<file path="config.mk">
export PLATFORM = sky130hd
export DESIGN_NAME = spi_adi_slave_flat
export DESIGN_NICKNAME = d
export VERILOG_FILES = /design/src/rtl/spi_adi_if.sv /design/src/rtl/spi_adi_slave.sv /design/src/flat_wrapper.sv
export SDC_FILE = /design/constraint.sdc
export NUM_CORES = 2
export LEC_CHECK = 0
export BUFFER_PORTS_ARGS = -buffer_cell sky130_fd_sc_hd__buf_2
export CAP_MARGIN = 20
export CORE_ASPECT_RATIO = 0.75
export CORE_UTILIZATION = 50
export DETAILED_ROUTE_END_ITERATION = 10
export PLACE_DENSITY = 0.69
export SKIP_LAST_GASP = 1
export SYNTH_ARGS = -nofsm -noshare
export SYNTH_HDL_FRONTEND = slang
export SYNTH_SLANG_ARGS = --single-unit
</file>
<file path="constraint.sdc">
create_clock -name clk -period 5.7 [get_ports clk]
set_clock_uncertainty 0.2 [all_clocks]
set_input_delay 0.285 -clock clk [delete_from_list [all_inputs] [get_ports clk]]
set_output_delay 0.285 -clock clk [all_outputs]
set_load 0.02 [all_outputs]
</file>
<file path="src/rtl/spi_adi_if.sv">
// Pin-level bundle of the 3/4-wire ADI-style SPI link.
// The master drives clock, enable and data-in; the slave drives data-out and its enable.
interface spi_adi_if;
    logic spi_clk;
    logic spi_enb;
    logic spi_di;
    logic spi_do;
    logic spi_do_oe;

    modport master (
        output spi_clk,
        output spi_enb,
        output spi_di,
        input  spi_do,
        input  spi_do_oe
    );

    modport slave (
        input  spi_clk,
        input  spi_enb,
        input  spi_di,
        output spi_do,
        output spi_do_oe
    );
endinterface

</file>
<file path="src/rtl/spi_adi_slave.sv">
// ADI-style SPI responder emulating an 8-bit register map.
// SPI pins are oversampled on clk; 24-bit frames {R/W, 5 x, addr[9:0], data[7:0]}.
module spi_adi_slave #(
    parameter int REG_DEPTH = 256,
    parameter int SYNC_STG  = 2
) (
    input  logic       clk,
    input  logic       rst_n,
    spi_adi_if.slave   spi,
    output logic       reg_wr_vld,
    output logic [9:0] reg_wr_addr,
    output logic [7:0] reg_wr_data,
    input  logic [9:0] usr_rd_addr,
    output logic [7:0] usr_rd_data
);

    localparam int          AW      = (REG_DEPTH > 1) ? $clog2(REG_DEPTH) : 1;
    localparam logic [10:0] DEPTH_L = 11'(REG_DEPTH);

    typedef enum logic [2:0] {
        WAIT_CS,
        IDLE,
        CMD,
        WDATA,
        RDATA,
        DONE
    } state_t;

    // Synchronisers reset to 0 so WAIT_CS only leaves on a genuine CS-high.
    logic [SYNC_STG-1:0] sclk_sync_reg;
    logic [SYNC_STG-1:0] enb_sync_reg;
    logic [SYNC_STG-1:0] di_sync_reg;
    logic                sclk_prev_reg;

    always_ff @(posedge clk or negedge rst_n) begin
        if (!rst_n) begin
            sclk_sync_reg <= '0;
            enb_sync_reg  <= '0;
            di_sync_reg   <= '0;
            sclk_prev_reg <= 1'b0;
        end else begin
            sclk_sync_reg <= {sclk_sync_reg[SYNC_STG-2:0], spi.spi_clk};
            enb_sync_reg  <= {enb_sync_reg[SYNC_STG-2:0],  spi.spi_enb};
            di_sync_reg   <= {di_sync_reg[SYNC_STG-2:0],   spi.spi_di};
            sclk_prev_reg <= sclk_sync_reg[SYNC_STG-1];
        end
    end

    logic sclk_s;
    logic enb_s;
    logic di_s;
    logic sclk_rise;
    logic sclk_fall;

    assign sclk_s    = sclk_sync_reg[SYNC_STG-1];
    assign enb_s     = enb_sync_reg[SYNC_STG-1];
    assign di_s      = di_sync_reg[SYNC_STG-1];
    assign sclk_rise = sclk_s & ~sclk_prev_reg;
    assign sclk_fall = ~sclk_s & sclk_prev_reg;

    state_t      state_reg;
    logic [4:0]  bit_cnt_reg;
    logic [15:0] instr_reg;
    logic [7:0]  shreg_reg;
    logic        spi_do_reg;
    logic        spi_do_oe_reg;

    logic [7:0]  bank [REG_DEPTH];

    logic        addr_ok;
    logic        usr_ok;
    logic        commit;
    logic [7:0]  wr_byte;
    logic [7:0]  rd_byte;

    assign addr_ok = ({1'b0, instr_reg[9:0]} < DEPTH_L);
    assign usr_ok  = ({1'b0, usr_rd_addr} < DEPTH_L);
    assign wr_byte = {shreg_reg[6:0], di_s};
    assign rd_byte = addr_ok ? bank[instr_reg[AW-1:0]] : 8'h00;
    // The 24th rising edge wins over a simultaneous CS rise, so commit ignores enb.
    assign commit  = (state_reg == WDATA) && sclk_rise && (bit_cnt_reg == 5'd23) && addr_ok;

    always_ff @(posedge clk or negedge rst_n) begin
        if (!rst_n) begin
            for (int i = 0; i < REG_DEPTH; i++) begin
                bank[i] <= 8'h00;
            end
        end else if (commit) begin
            bank[instr_reg[AW-1:0]] <= wr_byte;
        end
    end

    always_ff @(posedge clk or negedge rst_n) begin
        if (!rst_n) begin
            usr_rd_data <= 8'h00;
        end else begin
            usr_rd_data <= usr_ok ? bank[usr_rd_addr[AW-1:0]] : 8'h00;
        end
    end

    always_ff @(posedge clk or negedge rst_n) begin
        if (!rst_n) begin
            state_reg     <= WAIT_CS;
            bit_cnt_reg   <= '0;
            instr_reg     <= '0;
            shreg_reg     <= '0;
            spi_do_reg    <= 1'b0;
            spi_do_oe_reg <= 1'b0;
            reg_wr_vld    <= 1'b0;
            reg_wr_addr   <= '0;
            reg_wr_data   <= '0;
        end else begin
            reg_wr_vld <= commit;
            if (commit) begin
                reg_wr_addr <= instr_reg[9:0];
                reg_wr_data <= wr_byte;
            end

            case (state_reg)
                WAIT_CS: begin
                    if (enb_s) state_reg <= IDLE;
                end
                IDLE: begin
                    bit_cnt_reg   <= '0;
                    spi_do_reg    <= 1'b0;
                    spi_do_oe_reg <= 1'b0;
                    if (!enb_s) state_reg <= CMD;
                end
                CMD: begin
                    if (enb_s) begin
                        state_reg     <= IDLE;
                        bit_cnt_reg   <= '0;
                        spi_do_reg    <= 1'b0;
                        spi_do_oe_reg <= 1'b0;
                    end else if (sclk_rise) begin
                        instr_reg   <= {instr_reg[14:0], di_s};
                        bit_cnt_reg <= bit_cnt_reg + 5'd1;
                        // instr_reg[14] becomes the R/W bit once this edge shifts in
                        if (bit_cnt_reg == 5'd15) state_reg <= instr_reg[14] ? WDATA : RDATA;
                    end
                end
                WDATA: begin
                    if (sclk_rise && bit_cnt_reg == 5'd23) begin
                        bit_cnt_reg <= 5'd24;
                        state_reg   <= DONE;
                    end else if (enb_s) begin
                        state_reg   <= IDLE;
                        bit_cnt_reg <= '0;
                    end else if (sclk_rise) begin
                        shreg_reg   <= wr_byte;
                        bit_cnt_reg <= bit_cnt_reg + 5'd1;
                    end
                end
                RDATA: begin
                    if (sclk_rise && bit_cnt_reg == 5'd23) begin
                        bit_cnt_reg <= 5'd24;
                        state_reg   <= DONE;
                    end else if (enb_s) begin
                        state_reg     <= IDLE;
                        bit_cnt_reg   <= '0;
                        spi_do_reg    <= 1'b0;
                        spi_do_oe_reg <= 1'b0;
                    end else if (sclk_rise) begin
                        bit_cnt_reg <= bit_cnt_reg + 5'd1;
                    end else if (sclk_fall) begin
                        if (!spi_do_oe_reg) begin
                            shreg_reg     <= rd_byte;
                            spi_do_reg    <= rd_byte[7];
                            spi_do_oe_reg <= 1'b1;
                        end else begin
                            shreg_reg  <= {shreg_reg[6:0], 1'b0};
                            spi_do_reg <= shreg_reg[6];
                        end
                    end
                end
                DONE: begin
                    if (enb_s) begin
                        state_reg     <= IDLE;
                        bit_cnt_reg   <= '0;
                        spi_do_reg    <= 1'b0;
                        spi_do_oe_reg <= 1'b0;
                    end else if (sclk_fall) begin
                        spi_do_reg    <= 1'b0;
                        spi_do_oe_reg <= 1'b0;
                    end
                end
                default: state_reg <= WAIT_CS;
            endcase
        end
    end

    assign spi.spi_do    = spi_do_reg;
    assign spi.spi_do_oe = spi_do_oe_reg;

endmodule

</file>
<file path="src/flat_wrapper.sv">
// flat-port wrapper written by rule: the top's interface ports become plain ports
module spi_adi_slave_flat 
#(
    parameter int REG_DEPTH = 256,
    parameter int SYNC_STG  = 2
)
  (clk, rst_n, reg_wr_vld, reg_wr_addr, reg_wr_data, usr_rd_addr, usr_rd_data, spi_spi_clk, spi_spi_enb, spi_spi_di, spi_spi_do, spi_spi_do_oe);
  spi_adi_if spi_i ();
  input  logic clk;
  input  logic rst_n;
  output logic reg_wr_vld;
  output logic [9:0] reg_wr_addr;
  output logic [7:0] reg_wr_data;
  input  logic [9:0] usr_rd_addr;
  output logic [7:0] usr_rd_data;
  input wire logic [$bits(spi_i.spi_clk)-1:0] spi_spi_clk;
  input wire logic [$bits(spi_i.spi_enb)-1:0] spi_spi_enb;
  input wire logic [$bits(spi_i.spi_di)-1:0] spi_spi_di;
  output wire logic [$bits(spi_i.spi_do)-1:0] spi_spi_do;
  output wire logic [$bits(spi_i.spi_do_oe)-1:0] spi_spi_do_oe;
  assign spi_i.spi_clk = spi_spi_clk;
  assign spi_i.spi_enb = spi_spi_enb;
  assign spi_i.spi_di = spi_spi_di;
  assign spi_spi_do = spi_i.spi_do;
  assign spi_spi_do_oe = spi_i.spi_do_oe;
  spi_adi_slave #(.REG_DEPTH(REG_DEPTH), .SYNC_STG(SYNC_STG)) u_core (.clk(clk), .rst_n(rst_n), .spi(spi_i), .reg_wr_vld(reg_wr_vld), .reg_wr_addr(reg_wr_addr), .reg_wr_data(reg_wr_data), .usr_rd_addr(usr_rd_addr), .usr_rd_data(usr_rd_data));
endmodule
</file>
* Yosys cells after proc, flatten, opt, wreduce, memory -nomap -nowiden
Cells that the tools add are included.
** Operators by class
- Divide/modulo/power cells :: 0
- Magnitude comparators :: 5
- Bitwise gates (word level) :: 7
- Add/sub/neg operators :: 1
- Reduce and logical (&&, ||, !) cells :: 16
- Muxes and demuxes :: 47
- $mul :: 0
- Equality and inequality tests :: 22
- Shift-type cells :: 0
** Operators by type and width (number)
- bitwise mux 2048 bit :: 1
- binary-select mux 8 bit (select 8 bit) :: 2
- demux 8 bit (select 8 bit) :: 1
- two-way mux 7 bit :: 8
- two-way mux 8 bit :: 7
- two-way mux 3 bit :: 7
- < comparator 10 x 9 -> 1 bit (second input constant) :: 2
- two-way mux 5 bit :: 4
- case mux 5 bit (4 select lines) :: 1
- >= comparator 9 bit (second input constant) :: 2
- inverter 8 -> 9 bit :: 2
- case mux 7 bit (2 select lines) :: 1
- two-way mux 1 bit :: 12
- inequality test 2 bit (second input constant) :: 6
- inequality test 3 x 1 -> 1 bit (second input constant) :: 4
- case mux 3 bit (4 select lines) :: 1
- < comparator 9 x 1 -> 1 bit (second input constant) :: 1
- inequality test 2 x 1 -> 1 bit (second input constant) :: 4
- case mux 1 bit (4 select lines) :: 2
- AND reduction 8 bit :: 1
- nonzero test 4 bit :: 2
- equality test 3 x 2 -> 1 bit (second input constant) :: 2
- equality test 3 bit (second input constant) :: 2
- AND reduction 3 bit :: 2
- other kinds (13) :: 21
** Word-level totals
- ROM bits :: 0
- Memory bits (writable) :: 0
- Bits in latches :: 0
- Memories :: 0
- Word-level logic and storage cells :: 368
- Input port bits :: 15
- Flip-flop bits (word level) :: 2114

* Depth between registers and ports, before layout
- Word-level depth :: 11
- Depth in mapped cells :: 13
- Depth with buffers taken out :: 7

* Least setup slack after synthesis
OpenSTA, ideal clock, no wires.
- Kind :: reg-to-reg
- From :: reg u_core.instr_reg[0]
- To :: reg u_core.shreg_reg[0]
- Arrival time :: 2.650 ns
- Path buffers :: 5
- Slack :: 2.721 ns
- Data required time :: 5.371 ns
- Cell stages (with the launch flop) :: 13
- Library setup time :: 0.129 ns
- Path through :: dfrtp_1 > buf_2 > buf_6 > buf_6 > buf_2 > buf_2 > mux4_2 > a22oi_1 > a21oi_1 > nor4_1 > o22ai_1 > o21ai_0 > nand3_1
** On the way
- Longest elaborated chain between the ends :: 11
- Elaborated cells on any way between the ends :: 12
- Classes of those cells :: 1 x order compare; 10 x mux; 1 x bitwise
** Ends and longest elaborated chain
- start, declared :: line spi_adi_slave.sv:63 : logic [15:0] instr_reg;
- start signal, assigned :: line spi_adi_slave.sv:136 : instr_reg <= {instr_reg[14:0], di_s};
- inverter 8 -> 9 bit (not written as such) :: line spi_adi_slave.sv:79 : assign rd_byte = addr_ok ? bank[instr_reg[AW-1:0]] : 8'h00;
- binary-select mux 8 bit (select 8 bit) :: line spi_adi_slave.sv:79
- two-way mux 8 bit (not written as such) (2 in series) :: line spi_adi_slave.sv:79
- two-way mux 8 bit (*) :: line spi_adi_slave.sv:79
- two-way mux 7 bit (*) :: line spi_adi_slave.sv:166 : if (!spi_do_oe_reg) begin
- two-way mux 7 bit (*) :: line spi_adi_slave.sv:165 : end else if (sclk_fall) begin
- two-way mux 7 bit (*) :: line spi_adi_slave.sv:163 : end else if (sclk_rise) begin
- two-way mux 7 bit (*) :: line spi_adi_slave.sv:158 : end else if (enb_s) begin
- two-way mux 7 bit (*) :: line spi_adi_slave.sv:155 : if (sclk_rise && bit_cnt_reg == 5'd23) begin
- case mux 7 bit (2 select lines) (*) :: line spi_adi_slave.sv:119 : case (state_reg)
- end signal, assigned :: line spi_adi_slave.sv:150 : shreg_reg <= wr_byte;
- end signal, assigned :: line spi_adi_slave.sv:167 : shreg_reg <= rd_byte;
- end signal, assigned :: line spi_adi_slave.sv:171 : shreg_reg <= {shreg_reg[6:0], 1'b0};
- end, declared :: line spi_adi_slave.sv:64 : logic [7:0] shreg_reg;
Mark *: on every way between the ends. The rest lies on a longest branch, timed or not. The select of a mux whose other input is x is not followed.
A chain may end at the register's enable or synchronous reset.

* Final worst setup path
- From :: reg u_core.sclk_sync_reg[1]
- To :: reg u_core.bank[322] (netlist bit)
** On the way
- Longest elaborated chain between the ends :: 4
** Ends and longest elaborated chain
- start, declared :: line spi_adi_slave.sv:30 : logic [SYNC_STG-1:0] sclk_sync_reg;
- start signal, assigned :: line spi_adi_slave.sv:42 : sclk_sync_reg <= {sclk_sync_reg[SYNC_STG-2:0], spi.spi_clk};
- bitwise AND 1 bit :: line spi_adi_slave.sv:58 : assign sclk_rise = sclk_s & ~sclk_prev_reg;
- logical AND 1 bit (3 in series) :: line spi_adi_slave.sv:81 : assign commit = (state_reg == WDATA) && sclk_rise && (bit_cnt_reg == 5'd23) && addr_ok;
- end signal, assigned by index :: line spi_adi_slave.sv:89 : bank[instr_reg[AW-1:0]] <= wr_byte;
- end, declared :: line spi_adi_slave.sv:68 : logic [7:0] bank [REG_DEPTH];
No other way between the ends.

==> out/qor.csv <==
stage,metric,value,unit
floorplanning,starting density of the core,50.5,%
clock_network,clock buffer depth,4,
synthesis,Post-Syn Area per Cell,16.2,um^2
layout,final core utilization,55.5,%
power,Net Sw Power,10.2,mW
sta,Peak Freq,210,MHz
sta,final number of hold-violating endpoints,0,
placement,Post-DP HPWL,244000,um
clock_network,# clock sinks,2114,
synthesis,top_reg_cell synth,dfrtp_1,
clock_network,post-cts resize count,0,
global_routing,first-pass GRT wire length,535000,um
detailed_routing,Via density,7.08,
sta,worst slew pin tran,1.25,ns
sta,max-slew violation count,0,
power,switching share of power,28.9,%
critical_path,Worst EP required,6.27,ns
placement,Placement Setup Slack,1.11,ns
detailed_routing,Initial DRC Count,9235,
clock_network,CTS root buffer,clkbuf_16,
layout,max reg flops,2048,
layout,final net count,6856,
critical_path,Worst Path Arrival,5.33,ns
power,Comb pwr share,14.4,%
synthesis,top post-synthesis cells by area,"dfrtp_1 (47%), mux4_2 (24%), mux2_2 (20%)",
placement,IO Port Bufs,43,
outcome,status,"complete, no violations",
synthesis,Mapped Nets,6981,
sta,final worst setup slack,0.934,ns
clock_network,CTS clock-pin slew for the worst setup and hold paths,0.07,ns
sta,endpoints failing setup,0,
floorplanning,Die H,414,um
power,Cell Pwr Density,285,nW/um^2
layout,Fillers,17300,
power,worst vdd rail ir drop,354,uV
floorplanning,Die Wd,551,um
synthesis,Mapped Cells,6964,
sta,RSZ-0062 raised after global routing,false,
global_routing,gr usage total,32.9,%
global_routing,grt peak-use layer,met1,
layout,Area Growth Syn to Fin,9.87,%
global_routing,vias in the first global route,70500,
global_routing,total gr overflow,0,
detailed_routing,DR pass1 iterations,8,
power,Final Power,35.4,mW
synthesis,"Async S/R FF share, synth",100,%
clock_network,"Setup Fix Bufs, Post-CTS",0,
clock_network,H-tree depth,4,
worst_hold_path,worst min-delay path class,in2reg,
placement,cell count after placement,9566,
layout,fin cells,9980,
global_routing,largest net degree at the start of global routing,194,
global_routing,number of antenna violations at the first check in global routing,32,
synthesis,post-synth top area share,46.8,%
clock_network,# hold bufs at CTS,16,
global_routing,routing usage on met1,48.0,%
detailed_routing,via count,70700,
floorplanning,Site Rows,150,
floorplanning,Die Area,228000,um^2
layout,register area,52900,um^2
synthesis,total number of yosys warnings,0,
critical_path,Worst Setup End Kind,flop,
synthesis,Yosys cell types,66,
sta,Rel. slew slack,14.8,%
synthesis,Synth Register Bits,2114,
power,Pint,25.1,mW
detailed_routing,drt total wl,370000,um
critical_path,CP max FO,27,
global_routing,GR Layer Usage met3,12.7,%
clock_network,CTS tree,built,
synthesis,Synth area leader,dfrtp_1,
critical_path,start-to-end type of the worst setup path,reg2reg,
clock_network,worst skew pair latency,0.89,ns
floorplanning,Core Area,224000,um^2
critical_path,critical path startpoint category,flop,
synthesis,synthesized area,113000,um^2
detailed_routing,Remaining DRCs,0,
worst_hold_path,HP Start,usr_rd_addr[6],
sta,fin crit share,83.6,%
power,Clk network pwr share,41.8,%
run,max cap viols,0,
critical_path,Setup crit start,u_core.sclk_sync_reg[1],
floorplanning,Boundary Pins,44,
layout,Multi-input gate area,57300,um^2
global_routing,grt met2 use,44.3,%
detailed_routing,wire per inst,37.1,um
detailed_routing,final antenna-violating net count,0,
sta,Tmin final,4.77,ns
placement,Final GP Congestion,0.958,
layout,proportion of layout cells with a drive suffix above 1,59.1,%
synthesis,number of synthesized flops with an enable pin,0,
synthesis,post-synthesis sequential area ratio,46.8,%
power,leakage dissipation,55.2,nW
clock_network,TritonCTS Buffers,218,
critical_path,RR Startpoint,u_core.sclk_sync_reg[1],
sta,setup TNS,0,ns
power,sequential power share,43.8,%
==> critical path, cell delays in order, from the launching register on <==
cell,delay (ns)
dfrtp_1,0.41
nor2b_1,0.57
nand4_4,0.27
nor4_4,0.49
buf_12,0.29
and3_1,0.51
nand2_4,0.73
nor2_2,0.72
mux2_2,0.40
==> layout by cell type, fill, tap and decap left out, types with 17 or more instances in the layout <==
cell	netlist	layout
nor2_4	53	54
nor2_1	54	52
o21ai_0	34	34
nand3_1	49	43
mux4_2	1220	1220
buf_2	134	38
mux2_2	2054	2054
nand2b_1	25	25
buf_12	0	61
dfrtp_1	2114	2101
clkbuf_1	404	47
nand2_1	98	98
clkbuf_16	0	219
buf_4	36	162
mux2i_1	69	69
clkinv_2	0	42
nor2b_1	24	21
nor2_8	17	17
a21oi_1	68	68
mux2_1	31	31
a22oi_1	116	116
clkbuf_8	0	56
nor2_2	126	127
==> metrics by stage <==
stage	cell area, um^2	hold WS, ns
finish	124000	0.0761
global route	124000	0.104
CTS	124000	0.0406
detailed placement	117000	0.136
floorplan	113000	-0.211
global placement	117000	0.145
==> synthesized netlist by cell type (all sizes together) (3+ instances only) <==
master / number
dfrtp: 2114
mux2: 2085
mux4: 1220
clkbuf: 404
nor2: 250
buf: 225
a22oi: 116
nand2: 114
mux2i: 69
a21oi: 68
nand3: 53
o21ai: 34
nand2b: 25
nor2b: 24
o22ai: 16
nor4: 15
and3: 13
a221oi: 10
nand4: 10
a211oi: 9
nor3: 8
a22o: 7
o211ai: 7
a2111oi: 6
a31oi: 6
and2: 6
inv: 6
or2: 5
and4: 3
or3: 3
or4: 3
==> cell families (layout without fill, tap and decap cells) <==
kind of cell,count (synthesis),in the layout,share of synthesized area [%]
other,0,9,0
multiplexers,3374,3374,45.7
buffers and inverters,637,680,2.56
XOR/XNOR,3,3,0.0233
adder cells (fa/ha/maj),2,2,0.0221
AO/OA/AOI/OAI,294,294,1.75
AND/OR/NAND/NOR,540,540,3.11
flip-flops,2114,2114,46.8
==> power groups by stage <==
stage | clock, mW | combinational [mW] | sequential [mW]
floorplan | 0 | 3.51 | 15.3
global placement | 0 | 4.98 | 15.8
detailed placement | 0 | 5.06 | 15.7
CTS | 14.9 | 5.09 | 15.5
global route | 15.5 | 5.34 | 15.5
finish | 14.8 | 5.10 | 15.5
==> path summary, 6_finish.rpt <==
path	end	slack, ns	cells past startpoint
hold reg to reg	u_core.enb_sync_reg[1]	0.16	0
max in group asynchronous	u_core.bank[1415]	3.97	3
setup / recovery	u_core.bank[322]	0.93	8
min in group asynchronous	u_core.bank[1547]	0.14	3
hold / removal	u_core.usr_rd_data[5]	0.08	4
setup reg to reg	u_core.bank[322]	0.93	8
==> routing by layer <==
metal  up-vias  share of wire [%]
met2      3940                 41
met3       765                 13
met5         -              0.040
met4        22                4.4
li1      27100                  -
met1     38900                 41
==> layout make-up <==
class / instances / area share [%]
Multi-Input combinational cell: 4213 / 46.1
Sequential cell: 2114 / 42.7
Clock buffer: 322 / 5.18
Tap cell: 2964 / 2.99
Timing Repair Buffer: 284 / 2.36
Clock inverter: 66 / 0.643
Inverter: 8 / 0.0242
Antenna cell: 9 / 0.0181
(Power assumes the default switching activity.)
